===== src/rtl/ram_stream_reader.sv =====
// ram_stream_reader: streams a contiguous block of RAM words out as valid/ready.
// The RAM read latency is absorbed by a small FIFO. Reads are issued only
// while a FIFO slot is free for them (occupancy + inflight < fifo_depth), so
// consumer back-pressure never drops data.
module ram_stream_reader #(
   parameter int address_width = 10,
   parameter int data_width    = 8,
   parameter int fifo_depth    = 4
) (
   input  logic                     clock,
   input  logic                     reset,
   input  logic                     start,
   input  logic [address_width-1:0] base_addr,
   input  logic [address_width:0]   length,
   output logic                     busy,
   output logic                     done,
   output logic                     ram_enable,
   output logic [address_width-1:0] ram_address,
   input  logic [data_width-1:0]    ram_q,
   output logic                     out_valid,
   output logic [data_width-1:0]    out_data,
   input  logic                     out_ready
);

   localparam int ptr_w = $clog2(fifo_depth);
   localparam int cnt_w = ptr_w + 1;

   localparam logic [ptr_w-1:0]         ptr_one_c  = ptr_w'(1);
   localparam logic [cnt_w-1:0]         cnt_zero_c = cnt_w'(0);
   localparam logic [cnt_w-1:0]         cnt_one_c  = cnt_w'(1);
   localparam logic [cnt_w-1:0]         depth_c    = cnt_w'(fifo_depth);
   localparam logic [address_width-1:0] addr_one_c = address_width'(1);
   localparam logic [address_width:0]   rem_zero_c = (address_width + 1)'(0);
   localparam logic [address_width:0]   rem_one_c  = (address_width + 1)'(1);

   typedef enum logic [1:0] {
      IDLE  = 2'd0,
      FETCH = 2'd1,
      DRAIN = 2'd2
   } state_t;

   state_t                   state_r, state_s;
   logic                     done_r, done_s;
   logic [address_width-1:0] addr_r;
   logic [address_width:0]   remaining_r;
   logic                     inflight_r;
   logic [data_width-1:0]    fifo_mem_r [fifo_depth];
   logic [ptr_w-1:0]         wr_ptr_r, rd_ptr_r;
   logic [cnt_w-1:0]         occ_r;
   logic [cnt_w-1:0]         credit_use_s;
   logic                     issue_s, pop_s, push_s, accept_s;

   // Issue/accept decisions and next-state logic for the IDLE/FETCH/DRAIN sequencer.
   always_comb begin
      state_s      = state_r;
      done_s       = 1'b0;
      credit_use_s = occ_r + cnt_w'(inflight_r);
      issue_s      = (state_r == FETCH) && (remaining_r != rem_zero_c) && (credit_use_s < depth_c);
      pop_s        = (occ_r != cnt_zero_c) && out_ready;
      push_s       = inflight_r;
      accept_s     = (state_r == IDLE) && start && (length != rem_zero_c);
      case (state_r)
         IDLE: begin
            if (start) begin
               if (length != rem_zero_c) begin
                  state_s = FETCH;
               end else begin
                  // Zero-length request completes immediately without touching the RAM.
                  done_s = 1'b1;
               end
            end else begin
               state_s = IDLE;
            end
         end
         FETCH: begin
            if (remaining_r == rem_zero_c) begin
               state_s = DRAIN;
            end else begin
               state_s = FETCH;
            end
         end
         DRAIN: begin
            // Leave on the edge that pops the last word, so done follows it directly.
            if (!inflight_r && (((occ_r == cnt_one_c) && pop_s) || (occ_r == cnt_zero_c))) begin
               state_s = IDLE;
               done_s  = 1'b1;
            end else begin
               state_s = DRAIN;
            end
         end
         default: begin
            state_s = IDLE;
         end
      endcase
   end

   // Sequencer state and the registered completion pulse.
   always_ff @(posedge clock or posedge reset) begin
      if (reset) begin
         state_r <= IDLE;
         done_r  <= 1'b0;
      end else begin
         state_r <= state_s;
         done_r  <= done_s;
      end
   end

   // Address counter, words-left counter and the one-deep read-latency tracker.
   always_ff @(posedge clock or posedge reset) begin
      if (reset) begin
         addr_r      <= {address_width{1'b0}};
         remaining_r <= rem_zero_c;
         inflight_r  <= 1'b0;
      end else begin
         inflight_r <= issue_s;
         if (accept_s) begin
            addr_r      <= base_addr;
            remaining_r <= length;
         end else if (issue_s) begin
            addr_r      <= addr_r + addr_one_c;
            remaining_r <= remaining_r - rem_one_c;
         end
      end
   end

   // Output FIFO: capture RAM data one cycle after each read, pop on handshake.
   always_ff @(posedge clock or posedge reset) begin
      if (reset) begin
         for (int i = 0; i < fifo_depth; i++) begin
            fifo_mem_r[i] <= {data_width{1'b0}};
         end
         wr_ptr_r <= {ptr_w{1'b0}};
         rd_ptr_r <= {ptr_w{1'b0}};
         occ_r    <= cnt_zero_c;
      end else begin
         if (push_s) begin
            fifo_mem_r[wr_ptr_r] <= ram_q;
            wr_ptr_r             <= wr_ptr_r + ptr_one_c;
         end
         if (pop_s) begin
            rd_ptr_r <= rd_ptr_r + ptr_one_c;
         end
         case ({push_s, pop_s})
            2'b10:   occ_r <= occ_r + cnt_one_c;
            2'b01:   occ_r <= occ_r - cnt_one_c;
            default: occ_r <= occ_r;
         endcase
      end
   end

   assign busy        = (state_r != IDLE);
   assign done        = done_r;
   assign ram_enable  = issue_s;
   assign ram_address = addr_r;
   assign out_valid   = (occ_r != cnt_zero_c);
   assign out_data    = fifo_mem_r[rd_ptr_r];

endmodule


===== config.mk =====
export PLATFORM = sky130hd
export DESIGN_NAME = ram_stream_reader
export DESIGN_NICKNAME = d
export VERILOG_FILES = /design/src/rtl/ram_stream_reader.sv
export SDC_FILE = /design/constraint.sdc
export NUM_CORES = 1
export LEC_CHECK = 0
export CAP_MARGIN = 15
export CORE_MARGIN = 3
export CORE_UTILIZATION = 40
export CTS_BUF_LIST = sky130_fd_sc_hd__clkbuf_16
export DETAILED_ROUTE_END_ITERATION = 7
export GPL_TIMING_DRIVEN = 1
export HOLD_SLACK_MARGIN = 0.06
export PLACE_DENSITY = 0.72
export REMOVE_ABC_BUFFERS = 1
export SLEW_MARGIN = 25
export SYNTH_ARGS = -nofsm -noshare
export SYNTH_HDL_FRONTEND = slang
export SYNTH_SLANG_ARGS = --single-unit
export TNS_END_PERCENT = 100

===== constraint.sdc =====
create_clock -name clock -period 2 [get_ports clock]
set_clock_uncertainty 0.1 [all_clocks]
set_input_delay 0.4 -clock clock [delete_from_list [all_inputs] [get_ports clock]]
set_output_delay 0.4 -clock clock [all_outputs]
set_load 0.03 [all_outputs]

### Yosys cells after proc, flatten, opt, wreduce, memory -nomap -nowiden

Cells that the tools add are included.

* RAM bits: 0
* memory bits (read-only): 0
* logic and storage cells: 70
* memories kept: 0
* bits in latches: 0
* output and inout bits: 22
* register bits after elaboration: 64
* bits of input ports: 33

* divide/modulo/power cells: 0
* shifts and indexed selects: 0
* multiply operators: 0
* reduce and logical (&&, ||, !) cells: 19
* muxes and demuxes: 20
* $lt $le $gt $ge: 4
* add/sub/neg operators: 7
* bitwise gates (word level): 2
* equality and inequality tests: 6

Operator list (count)
* bitwise mux 32 bit: 1
* two-way mux 8 bit: 3
* two-way mux 11 bit: 2
* nonzero test 11 bit: 2
* two-way mux 10 bit: 2
* binary-select mux 8 bit (select 2 bit): 1
* demux 8 bit (select 2 bit): 1
* zero test 11 bit: 1
* subtractor 11 x 1 -> 11 bit, second input constant: 1
* adder 10 x 1 -> 10 bit, second input constant: 1
* logical AND 1 bit: 8
* two-way mux 2 bit: 4
* greater-or-equal comparator 3 bit, second input constant: 2
* inverter 2 -> 3 bit: 2
* case mux 2 bit (3 select lines): 1
* case mux 3 bit (2 select lines): 1
* nonzero test 2 bit: 3
* adder 2 x 1 -> 2 bit, second input constant: 2
* == test 2 x 1 -> 1 bit, second input constant: 2
* == test 2 bit, second input constant: 2
* adder 3 x 1 -> 3 bit: 1
* adder 3 x 1 -> 3 bit, second input constant: 1
* == test 3 x 1 -> 1 bit, second input constant: 1
* zero test 3 bit: 1
* other kinds (10): 12

### Logic depth before layout (Yosys ltp)

Gate-level depths: netlist (run 1).

* word-level depth: 7
* gate-level depth with buffers: 8
* depth with buffers taken out: 8

### Worst setup path after synthesis (run 1)

No wires, ideal clock.

* path kind: register to output
* from: reg remaining_r[0]
* to: out ram_enable
* slack: -0.226 ns
* data arrival time: 1.726 ns
* buffers on the path: 2
* cell stages (with the launch flop): 8
* required time: 1.500 ns
* cell sequence: dfrtp_1 -> inv_1 -> ha_1 -> or4b_4 -> nor4_4 -> buf_6 -> buf_12 -> nor2_1

* word-level cells in the longest chain between the ends: 3

Ends and longest elaborated chain
* from (decl): line 45 `logic [address_width:0] remaining_r;`
* from (signal assigned): line 112 `remaining_r <= rem_zero_c;`
* from (signal assigned): line 118 `remaining_r <= length;`
* from (signal assigned): line 121 `remaining_r <= remaining_r - rem_one_c;`
* nonzero test 11 bit: line 58 `issue_s = (state_r == FETCH) && (remaining_r != rem_zero_c) && (credit_use_s < depth_c);`
* logical AND 1 bit (2 in series): line 58
* to (decl): line 17 `output logic ram_enable,`

Every way passes these cells.

### Worst setup path after layout (run 1)

Same ends and word-level chain as after synthesis.

==> key figures, run 1 <==
Run status
  • Status: complete, but fails checks
  • Failing checks: negative setup slack

Place
  • Dpl hpwl: 5640 microns
  • Placed Area: 4400 sq um
  • GP Congestion: 0.881
  • Dpl ws: -0.450 ns
  • Port Buffers: 54

Critical path
  • Setup CP Type: reg2out
  • Max FO, Critical Path: 2
  • Slowest stage delay, CP: 0.48 ns
  • Slowest-stage cell, CP: or4b_4
  • CP startpoint kind: flip-flop
  • Worst path top cell family by delay: simple AND/OR/NAND/NOR gates
  • Endpoint class of the critical path: output port
  • Cell-by-cell trace of the critical path: inv_2 -> ha_4 -> or4b_4 -> nor4_4 -> nor2_2 -> buf_6
  • WP buf/inv: 2
  • Critical Path RT: 1.50 ns
  • Worst path arrival time: 1.83 ns

Job
  • Max-cap viol count: 0

Routing
  • Met2 routed wirelength: 4490 microns
  • Metal3 WL: 464 microns
  • # DRC: 0
  • Via/cell ratio: 5.44
  • Wirelength per Cell: 16.7 microns
  • WL final: 8720 microns
  • Via count: 2,835
  • DRT met1 WL: 3680 microns
  • Initial DRC Count: 141
  • Routed Antenna Nets: 0
  • Highest metal used: met4
  • First-pass DRT Iterations: 4

Clock network
  • H-tree depth: 3
  • Clk Latency, worst-skew pair: 0.32 ns
  • Root Driver: clkbuf_16
  • Clock sink count: 64
  • TritonCTS clock tree: built
  • TritonCTS Buffers: 9
  • CTS hold repair buffers: 0
  • Clock Path Buffers: 2
  • Clock-pin slew on the worst setup and hold paths: 0.06 ns

Synthesis
  • Share of synthesized registers carrying an async set or reset: 100%
  • Synthesized area: 3380 sq um
  • Unique masters post-synth: 51
  • Mapped Avg Cell Area: 11.9 sq um
  • Synth area leader: dfrtp_1
  • Top FF cell, synth: dfrtp_1
  • Count leader, synth: dfrtp_1
  • Synth warn: 0
  • Cells after Synth: 284
  • Number of flops mapped to enable cells by yosys: 0
  • Synth top cells by count: dfrtp_1 (64), mux2_2 (32), nand2_1 (21), nor2_1 (19), a31oi_1 (15)
  • Top-area cell type share of the netlist area: 47.4%
  • Register area share after synthesis: 47.4%
  • Synth Register Bits: 64
  • Synth area leaders: dfrtp_1 (47%), mux2_2 (11%), mux4_2 (5.3%), ha_1 (4.1%), a31oi_1 (2.8%)

Power
  • Pwr dens: 1680 nW/um^2
  • LEAKAGE: 2.22 nW
  • Tot Pwr: 8.61 mW
  • VDD IR-drop max: 0.743 mV

Layout
  • Area growth from synthesis to layout: 52.0%
  • Design Area, Final: 5140 sq um
  • Layout cell share with drive strength beyond 1: 43.9%
  • Final core utilization: 64.5%
  • Antenna Cells: 0
  • Final nets: 459

Timing
  • Post-route minimum period: 2.33 ns
  • Max transition margin: 70.1%
  • Fmax: 0.430 GHz
  • Hold Vio Cnt, Final: 0
  • RSZ-0062 raised after global routing: true
  • Hold Slack: 0.348 ns
  • Tcrit/Tclk final: 116%
  • Max-slew violation count: 0
  • Final worst slack: -0.328 ns
  • Worst slew pin tran: 0.448 ns
  • Final setup vio count: 24

GRT
  • Grt ovf: 0
  • Gr usage total: 18.0%
  • First-pass GRT wire length: 13,800 microns
  • Antenna violations before repair: 0
  • Largest net degree at the start of global routing: 65
  • Vias in the first global route: 2,870

Floorplan
  • Starting Density: 42.4%
  • Die Ht: 97.9 microns
  • Number of I/O pins: 55
  • Rows: 32
  • Die width: 97.9 microns
  • Die area: 9590 sq um
  • Core ar.: 7970 sq um

Worst hold path
  • Min-delay worst type: in2reg
-- final timing paths --
path	start	depth (start not counted)	slack, ns	endpoint
worst max register to register	remaining_r[0]	9	-0.14	ram_address[6]
worst min register to register	fifo_mem_r[11]	1	0.40	fifo_mem_r[11]
min in group asynchronous	reset	3	0.37	ram_address[5]
worst max-delay path	remaining_r[0]	6	-0.33	ram_enable
worst min-delay path	length[10]	4	0.35	remaining_r[10]
max in group asynchronous	reset	3	1.15	fifo_mem_r[2]
-- placed cells by master, fill, tap and decap left out, types with 4 or more instances in the layout --
cell type and count:
a21oi_1 4, a31oi_1 14, buf_4 55, buf_6 26, clkbuf_16 10, clkdlybuf4s50_1 33
dfrtp_1 64, dlymetal6s2s_1 8, ha_1 9, inv_1 7, mux2_2 32, mux4_2 8
nand2_1 20, nand3_1 5, nand4_1 4, nor2_1 18, o31ai_1 7, or4_1 6
or4_4 9
-- worst min-delay path, stage by stage --
cell	delay [ns]
dlymetal6s2s_1	0.11
buf_4	0.11
nand2_1	0.04
nand2_1	0.06
-- per-layer routing --
metal  GRT usage (%)  up-vias
li1                -     1338
met1            22.5     1409
met2            31.1       81
met3            4.36        7
met4            4.79        0
met5               0        -
-- state kept, by name, indices dropped and copies added, names as in the netlist --
name         flops
rd_ptr_r         2
state_r          2
fifo_mem_r      32
inflight_r       1
ram_address     10
wr_ptr_r         2
done             1
occ_r            3
remaining_r     11
-- per-stage QoR --
stage	setup TNS (ns)	cells
after global routing	-3.78	521
after CTS	-1.12	508
after floorplan	-11.62	274
after global placement	-8.81	483
after detailed placement	-9.53	483
final	-2.52	521
-- report_power, final --
part	internal, mW	switching, mW
logic	2.38	2.18
registers	1.95	0.499
clock network	1.07	0.541
-- what timing repair did --
| item | CTS | global route |
|---|---|---|
| gates cloned | 2 | 1 |
| pin swaps | 18 | 23 |
| gates resized for setup | 96 | 40 |
| buffers inserted | 9 | 12 |
| setup endpoints to repair | 31 | 35 |
-- layout make-up --
type / count / area [sq um]
clock buffers: 9 / 225
clock inverters: 6 / 76.3
fillers: 600 / 2830
inverters: 9 / 33.8
multi-input cells: 201 / 1810
flip-flops and latches: 64 / 1600
well taps: 102 / 128
repair buffers: 130 / 1260
-- cells by family (layout without fill, tap and decap cells) --
kind of cell	after synthesis	in the layout	synth area share, %
xor+xnor	6	6	1.55
buf+inv	19	154	3.48
mux	42	42	16.6
simple gates	89	89	15.2
compound gates	53	53	11.8
fa+ha+maj	11	11	4.07
flops	64	64	47.4
No activity file was read; power rests on OpenSTA's default activity.
==> inputs of run 2 (changes only) <==
--- a/config.mk
+++ b/config.mk
@@ -14,7 +14,8 @@
 export HOLD_SLACK_MARGIN = 0.06
 export PLACE_DENSITY = 0.72
 export REMOVE_ABC_BUFFERS = 1
-export SLEW_MARGIN = 25
+export SETUP_SLACK_MARGIN = 0.5
+export SLEW_MARGIN = 20
 export SYNTH_ARGS = -nofsm -noshare
 export SYNTH_HDL_FRONTEND = slang
 export SYNTH_SLANG_ARGS = --single-unit
==> run 2 against run 1 <==
Net effect: the run still ends with negative setup slack left; register-to-register slack got worse by 0.15 ns; critical path depth did not move; maximum frequency fell by 2.7%; sequential power rose by 2%; global-route usage rose by 1.5 points; die area did not move; clock power barely moved; via count rose by 6.7%; cell count rose by 3.1%; setup slack got worse by 0.064 ns; design area rose by 6.2%; clock-buffer cell count did not move; critical endpoint unchanged; largest cell class unchanged.
==> key figures, run 2 (synthesized netlist as in run 1, its figures left out) <==
Critical path
  • FF-to-FF setup slack: -0.29 ns (was -0.14 ns)
  • CP startpoint kind: flip-flop (unchanged)
  • Endpoint class of the critical path: output port (unchanged)
  • Worst path arrival time: 1.89 ns (was 1.83 ns)
  • Worst R2R End: ram_address[7] (was ram_address[6])
  • Launch point of the worst reg-to-reg path: remaining_r[0] (unchanged)
  • Cells on worst reg2reg path: 11 (was 9)
  • Setup CP Type: reg2out (unchanged)
  • Critical Path RT: 1.50 ns (about the same)
  • Max FO, Critical Path: 2 (unchanged)

Layout
  • Leading cell type in the layout, fill and taps excluded: dfrtp_1 (unchanged)
  • Final nets: 475 (was 459)
  • Design Area, Final: 5460 sq um (was 5140 sq um)
  • Post-Layout Cell Count: 537 (was 521)
  • Antenna Cells: 0 (unchanged)
  • Max reg flops: 32 (unchanged)
  • Largest Register: fifo_mem_r (unchanged)
  • Layout cell share with drive strength beyond 1: 56.6% (was 43.9%)
  • Commonest cells after routing, fill and taps aside: dfrtp_1 (57), buf_4 (53), buf_6 (48), mux2_2 (32), clkdlybuf4s50_1 (21) (was dfrtp_1 (64), buf_4 (55), clkdlybuf4s50_1 (33), mux2_2 (32), buf_6 (26))
  • Area growth from synthesis to layout: 61.4% (was 52.0%)

Routing
  • WL final: 9770 microns (was 8720 microns)
  • Via count: 3,024 (was 2,835)
  • Initial DRC Count: 147 (was 141)
  • Via/cell ratio: 5.63 (was 5.44)
  • First-pass DRT Iterations: 6 (was 4)
  • Wirelength per Cell: 18.2 microns (was 16.7 microns)
  • Routed Antenna Nets: 0 (unchanged)
  • # DRC: 0 (unchanged)

Timing
  • Post-route minimum period: 2.39 ns (was 2.33 ns)
  • Tcrit/Tclk final: 120% (was 116%)
  • Final setup vio count: 24 (unchanged)
  • Fmax: 0.418 GHz (was 0.430 GHz)
  • Hold Vio Cnt, Final: 0 (unchanged)
  • Final worst slack: -0.392 ns (was -0.328 ns)
  • Max transition margin: 65.7% (was 70.1%)
  • Worst slew pin tran: 0.512 ns (was 0.448 ns)
  • RSZ-0062 raised after global routing: true (unchanged)
  • Max-slew violation count: 0 (unchanged)

Clock network
  • CTS hold repair buffers: 0 (unchanged)
  • Clock Path Buffers: 2 (unchanged)
  • Root Driver: clkbuf_16 (unchanged)
  • TritonCTS Buffers: 9 (unchanged)
  • TritonCTS clock tree: built (unchanged)
  • Clk Latency, worst-skew pair: 0.32 ns (about the same)
  • Clock-pin slew on the worst setup and hold paths: 0.06 ns (about the same)
  • Clock sink count: 64 (unchanged)
  • H-tree depth: 3 (unchanged)

Power
  • Clk pwr share: 17.4% (was 18.7%)
  • Net Sw Power: 3.59 mW (was 3.21 mW)
  • Pwr dens: 1710 nW/um^2 (was 1680 nW/um^2)
  • Combinational Power Share: 55.9% (was 52.9%)
  • Switch share: 38.4% (was 37.3%)
  • LEAKAGE: 2.35 nW (was 2.22 nW)
  • Part of the power in registers: 26.7% (was 28.4%)
  • Cell internal pwr: 5.76 mW (was 5.40 mW)
  • VDD IR-drop max: 0.686 mV (was 0.743 mV)
  • Tot Pwr: 9.34 mW (was 8.61 mW)

GRT
  • Antenna violations before repair: 0 (unchanged)
  • Gr usage total: 19.5% (was 18.0%)
  • First-pass GRT wire length: 15,100 microns (was 13,800 microns)
  • Largest net degree at the start of global routing: 65 (unchanged)
  • Vias in the first global route: 3,101 (was 2,870)
  • Grt ovf: 0 (unchanged)

Worst hold path
  • Min-delay worst type: in2reg (unchanged)
  • Hold EP: remaining_r[2] (was remaining_r[10])
  • Hold Path Cell Cnt: 3 (was 4)
  • Worst Hold Launch: length[2] (was length[10])

Floorplan
  • Rows: 32 (unchanged)
  • Core ar.: 7970 sq um (unchanged)
  • Number of I/O pins: 55 (unchanged)
  • Die width: 97.9 microns (unchanged)
  • Die Ht: 97.9 microns (unchanged)
  • Die area: 9590 sq um (unchanged)
  • Starting Density: 42.4% (unchanged)

Place
  • Dpl hpwl: 5640 microns (unchanged)
  • Placed Area: 4400 sq um (unchanged)
  • Dpl ws: -0.450 ns (unchanged)
  • Placed instance count: 483 (unchanged)
  • Port Buffers: 54 (unchanged)
  • GP Congestion: 0.881 (unchanged)

Run status
  • Status: complete, but fails checks (unchanged)
  • Failing checks: negative setup slack (unchanged)

Job
  • Max-cap viol count: 0 (unchanged)
[run 2: through the flow]
step / util [%] / hold slack [ns] / TNS (ns)
6_report: 68.5 / 0.224 / -5.06
2_1_floorplan: - / 0.341 / -11.62
4_1_cts: 64.8 / 0.211 / -2.22
3_5_place_dp: 55.2 / 0.392 / -9.53
3_3_place_gp: 55.2 / 0.382 / -8.81
5_1_grt: 68.5 / 0.235 / -6.21
[run 2: how the worst max path moves through the flow]
stage | from | endpoint | slack (ns) | cells after the start
after floorplan | remaining_r[0] | ram_enable | -0.47 | 5
after global placement | remaining_r[0] | ram_enable | -0.43 | 6
after detailed placement | length[0] | remaining_r[1] | -0.45 | 5
after CTS | remaining_r[0] | ram_enable | -0.32 | 6
after global routing | remaining_r[0] | ram_enable | -0.43 | 6
final | remaining_r[0] | ram_enable | -0.39 | 6
[run 2: repair_timing]
| item | in CTS | in global routing |
|---|---|---|
| setup endpoints to repair | 83 | 67 |
| cloned | 2 | 0 |
| pin swaps | 37 | 33 |
| gates resized for setup | 251 | 50 |
| buffers inserted | 23 | 14 |
| endpoints found under the hold margin | 0 | 0 |
[run 2: final cells by class]
type / instances / area (sq um)
tap: 102 / 128
clock buffer: 9 / 225
fill: 552 / 2510
multi-input combinational: 201 / 2000
inverter: 9 / 38.8
clock inverter: 6 / 76.3
sequential: 64 / 1610
timing repair buffer: 146 / 1380
[run 2: critical path, cell delays in order, from the launching register on]
cell and delay, ns:
dfrtp_1 0.40, inv_2 0.11, ha_4 0.14, or4b_4 0.48
nor4_4 0.18, nor2_2 0.10, buf_6 0.15
[run 2: routing by layer]
layer  GRT usage, %  part of all wire, %  vias up
met3           5.29                  5.3       12
met5              0                    0        -
met1           23.4                   40     1550
met2           33.7                   53       91
met4           6.71                  1.3        0
li1               -                    -     1371
[run 2: power by group through the flow]
stage / Sequential [mW] / Combinational (mW) / Clock [mW]
global route: 2.58 / 5.54 / 1.71
global placement: 2.39 / 3.92 / 0
CTS: 2.45 / 4.65 / 1.64
finish: 2.50 / 5.22 / 1.62
floorplan: 2.62 / 2.20 / 0
detailed placement: 2.45 / 4.03 / 0
==> inputs of run 3 (changes only) <==
--- a/config.mk
+++ b/config.mk
@@ -8,7 +8,7 @@
 export CAP_MARGIN = 15
 export CORE_MARGIN = 3
 export CORE_UTILIZATION = 40
-export CTS_BUF_LIST = sky130_fd_sc_hd__clkbuf_16
+export CTS_BUF_LIST = sky130_fd_sc_hd__clkbuf_4 sky130_fd_sc_hd__clkbuf_8
 export DETAILED_ROUTE_END_ITERATION = 7
 export GPL_TIMING_DRIVEN = 1
 export HOLD_SLACK_MARGIN = 0.06
==> run 3 against run 2 <==
Net effect: the run still ends with negative setup slack left; first-iteration DRC count is 25% lower; sequential share of layout area is 0.14 points higher; design area is 0.55% lower; worst hold slack worse by 0.061 ns; critical path depth stayed put; sequential power hardly changed; die area stayed put; flip-flop and latch count stayed put; non-clock buffer count is 1 lower; setup slack better by 0.0013 ns; core utilization is 0.38 points lower; combinational power hardly changed.
==> key figures, run 3 (synthesized netlist as in run 1, its figures left out) <==
Run status
  • Status: complete, but fails checks (unchanged)
  • Failing checks: negative setup slack (unchanged)

Critical path
  • CP Launch Point: remaining_r[0] (unchanged)
  • Worst R2R End: ram_address[7] (unchanged)
  • Endpoint class of the critical path: output port (unchanged)
  • CP startpoint kind: flip-flop (unchanged)
  • Critical path endpoint: ram_enable (unchanged)
  • Cell-by-cell trace of the critical path: inv_2 -> ha_4 -> or4b_4 -> nor4_4 -> nor2_2 -> buf_6 (unchanged)
  • Slowest stage delay, CP: 0.48 ns (about the same)
  • Levels on crit path: 6 (unchanged)
  • Launch point of the worst reg-to-reg path: remaining_r[0] (unchanged)
  • Slowest-stage cell, CP: or4b_4 (unchanged)
  • Cells on worst reg2reg path: 10 (was 11)
  • FF-to-FF setup slack: -0.28 ns (was -0.29 ns)
  • Critical Path RT: 1.50 ns (about the same)
  • Worst path top cell family by delay: simple AND/OR/NAND/NOR gates (unchanged)
  • Max FO, Critical Path: 2 (unchanged)
  • Setup CP Type: reg2out (unchanged)
  • Worst path arrival time: 1.89 ns (about the same)
  • WP buf/inv: 2 (unchanged)

Layout
  • Post-Layout Cell Count: 536 (was 537)
  • Max reg flops: 32 (unchanged)
  • Antenna Cells: 0 (unchanged)
  • Leading cell type in the layout, fill and taps excluded: dfrtp_1 (unchanged)
  • Area growth from synthesis to layout: 60.5% (was 61.4%)
  • Layout cell share with drive strength beyond 1: 57.8% (was 56.6%)
  • Largest Register: fifo_mem_r (unchanged)
  • Final nets: 474 (was 475)
  • Commonest cells after routing, fill and taps aside: dfrtp_1 (58), buf_6 (55), buf_4 (52), mux2_2 (32), clkdlybuf4s50_1 (20) (was dfrtp_1 (57), buf_4 (53), buf_6 (48), mux2_2 (32), clkdlybuf4s50_1 (21))
  • Fillers: 562 (was 552)

Timing
  • Hold Vio Cnt, Final: 0 (unchanged)
  • Post-route minimum period: 2.39 ns (about the same)
  • Final setup vio count: 24 (unchanged)
  • RSZ-0062 raised after global routing: true (unchanged)
  • Fmax: 0.418 GHz (about the same)
  • Max transition margin: 69.4% (was 65.7%)
  • Final worst slack: -0.391 ns (was -0.392 ns)
  • Hold Slack: 0.163 ns (was 0.224 ns)
  • Max-slew violation count: 0 (unchanged)
  • Tcrit/Tclk final: 120% (about the same)
  • Worst slew pin tran: 0.456 ns (was 0.512 ns)

GRT
  • Met1 Use GR: 24.2% (was 23.4%)
  • Met3 GRT Util: 4.21% (was 5.29%)
  • Largest net degree at the start of global routing: 65 (unchanged)
  • Gr usage total: 19.2% (was 19.5%)
  • Antenna violations before repair: 0 (unchanged)
  • First-pass GRT wire length: 14,900 microns (was 15,100 microns)
  • Met2 usage: 32.5% (was 33.7%)
  • Grt ovf: 0 (unchanged)
  • Vias in the first global route: 3,113 (was 3,101)
  • GRT busiest layer: met2 (unchanged)

Routing
  • # DRC: 0 (unchanged)
  • First-pass DRT Iterations: 5 (was 6)
  • Wirelength per Cell: 18.1 microns (was 18.2 microns)
  • WL final: 9710 microns (was 9770 microns)
  • Via/cell ratio: 5.56 (was 5.63)
  • Routed Antenna Nets: 0 (unchanged)
  • Initial DRC Count: 110 (was 147)
  • Via count: 2,982 (was 3,024)

Floorplan
  • Die width: 97.9 microns (unchanged)
  • Number of I/O pins: 55 (unchanged)
  • Die Ht: 97.9 microns (unchanged)
  • Die area: 9590 sq um (unchanged)
  • Core ar.: 7970 sq um (unchanged)
  • Starting Density: 42.4% (unchanged)
  • Rows: 32 (unchanged)

Clock network
  • TritonCTS Buffers: 9 (unchanged)
  • Clock-pin slew on the worst setup and hold paths: 0.08 ns (was 0.06 ns)
  • Clock sink count: 64 (unchanged)
  • TritonCTS clock tree: built (unchanged)
  • Clock Path Buffers: 2 (unchanged)
  • Root Driver: clkbuf_8 (was clkbuf_16)
  • CTS hold repair buffers: 0 (unchanged)
  • H-tree depth: 3 (unchanged)
  • Clk Latency, worst-skew pair: 0.34 ns (was 0.32 ns)

Power
  • LEAKAGE: 2.34 nW (was 2.35 nW)
  • Pwr dens: 1660 nW/um^2 (was 1710 nW/um^2)
  • VDD IR-drop max: 0.768 mV (was 0.686 mV)
  • Tot Pwr: 9.00 mW (was 9.34 mW)

Place
  • Placed instance count: 483 (unchanged)
  • Port Buffers: 54 (unchanged)
  • Dpl ws: -0.450 ns (unchanged)
  • GP Congestion: 0.881 (unchanged)
  • Dpl hpwl: 5640 microns (unchanged)

Job
  • Max-cap viol count: 0 (unchanged)

Worst hold path
  • Min-delay worst type: in2reg (unchanged)
run 3: metal layers:
layer  up-vias  wire, microns
met3        23            506
met1      1492           3980
met4         0            230
li1       1371              -
met5         -              0
met2        96           5000
run 3: layout make-up:
class	count	area (sq um)	area share [%]
flip-flops and latches	64	1610	29.6
repair buffers	145	1400	25.9
clock inverters	3	65.1	1.20
clock buffers	12	159	2.93
well taps	102	128	2.35
inverters	9	38.8	0.715
multi-input cells	201	2020	37.3
run 3: what timing repair did:
item | in CTS | in global routing
cloned | 2 | 0
resized for setup | 260 | 57
setup endpoints to repair | 83 | 68
pin swaps | 41 | 34
setup buffers | 23 | 13
run 3: worst min path at each step:
stage	start	endpoint	slack (ns)	depth (start not counted)
finish	length[1]	remaining_r[1]	0.16	3
global route	length[1]	remaining_r[1]	0.17	3
CTS	length[1]	remaining_r[1]	0.20	3
detailed placement	fifo_mem_r[11]	fifo_mem_r[11]	0.39	1
global placement	fifo_mem_r[21]	fifo_mem_r[21]	0.38	1
floorplan	state_r[0]	done	0.34	1
run 3: power breakdown:
group | switching [mW] | internal, mW
Clock | 0.501 | 0.776
Sequential | 0.543 | 1.95
Combinational | 2.48 | 2.75
Total | 3.53 | 5.48
run 3: through the flow:
step           setup TNS [ns]  area [sq um]  util [%]
2_1_floorplan          -11.62          3300         -
3_3_place_gp            -8.81          4400      55.2
3_5_place_dp            -9.53          4400      55.2
4_1_cts                 -2.43          5110      64.2
5_1_grt                 -5.36          5430      68.1
6_report                -3.98          5430      68.1
run 3: tightest hold or removal path, stage by stage:
cell	delay, ns
buf_6	0.07
nand2_2	0.05
o31ai_4	0.05
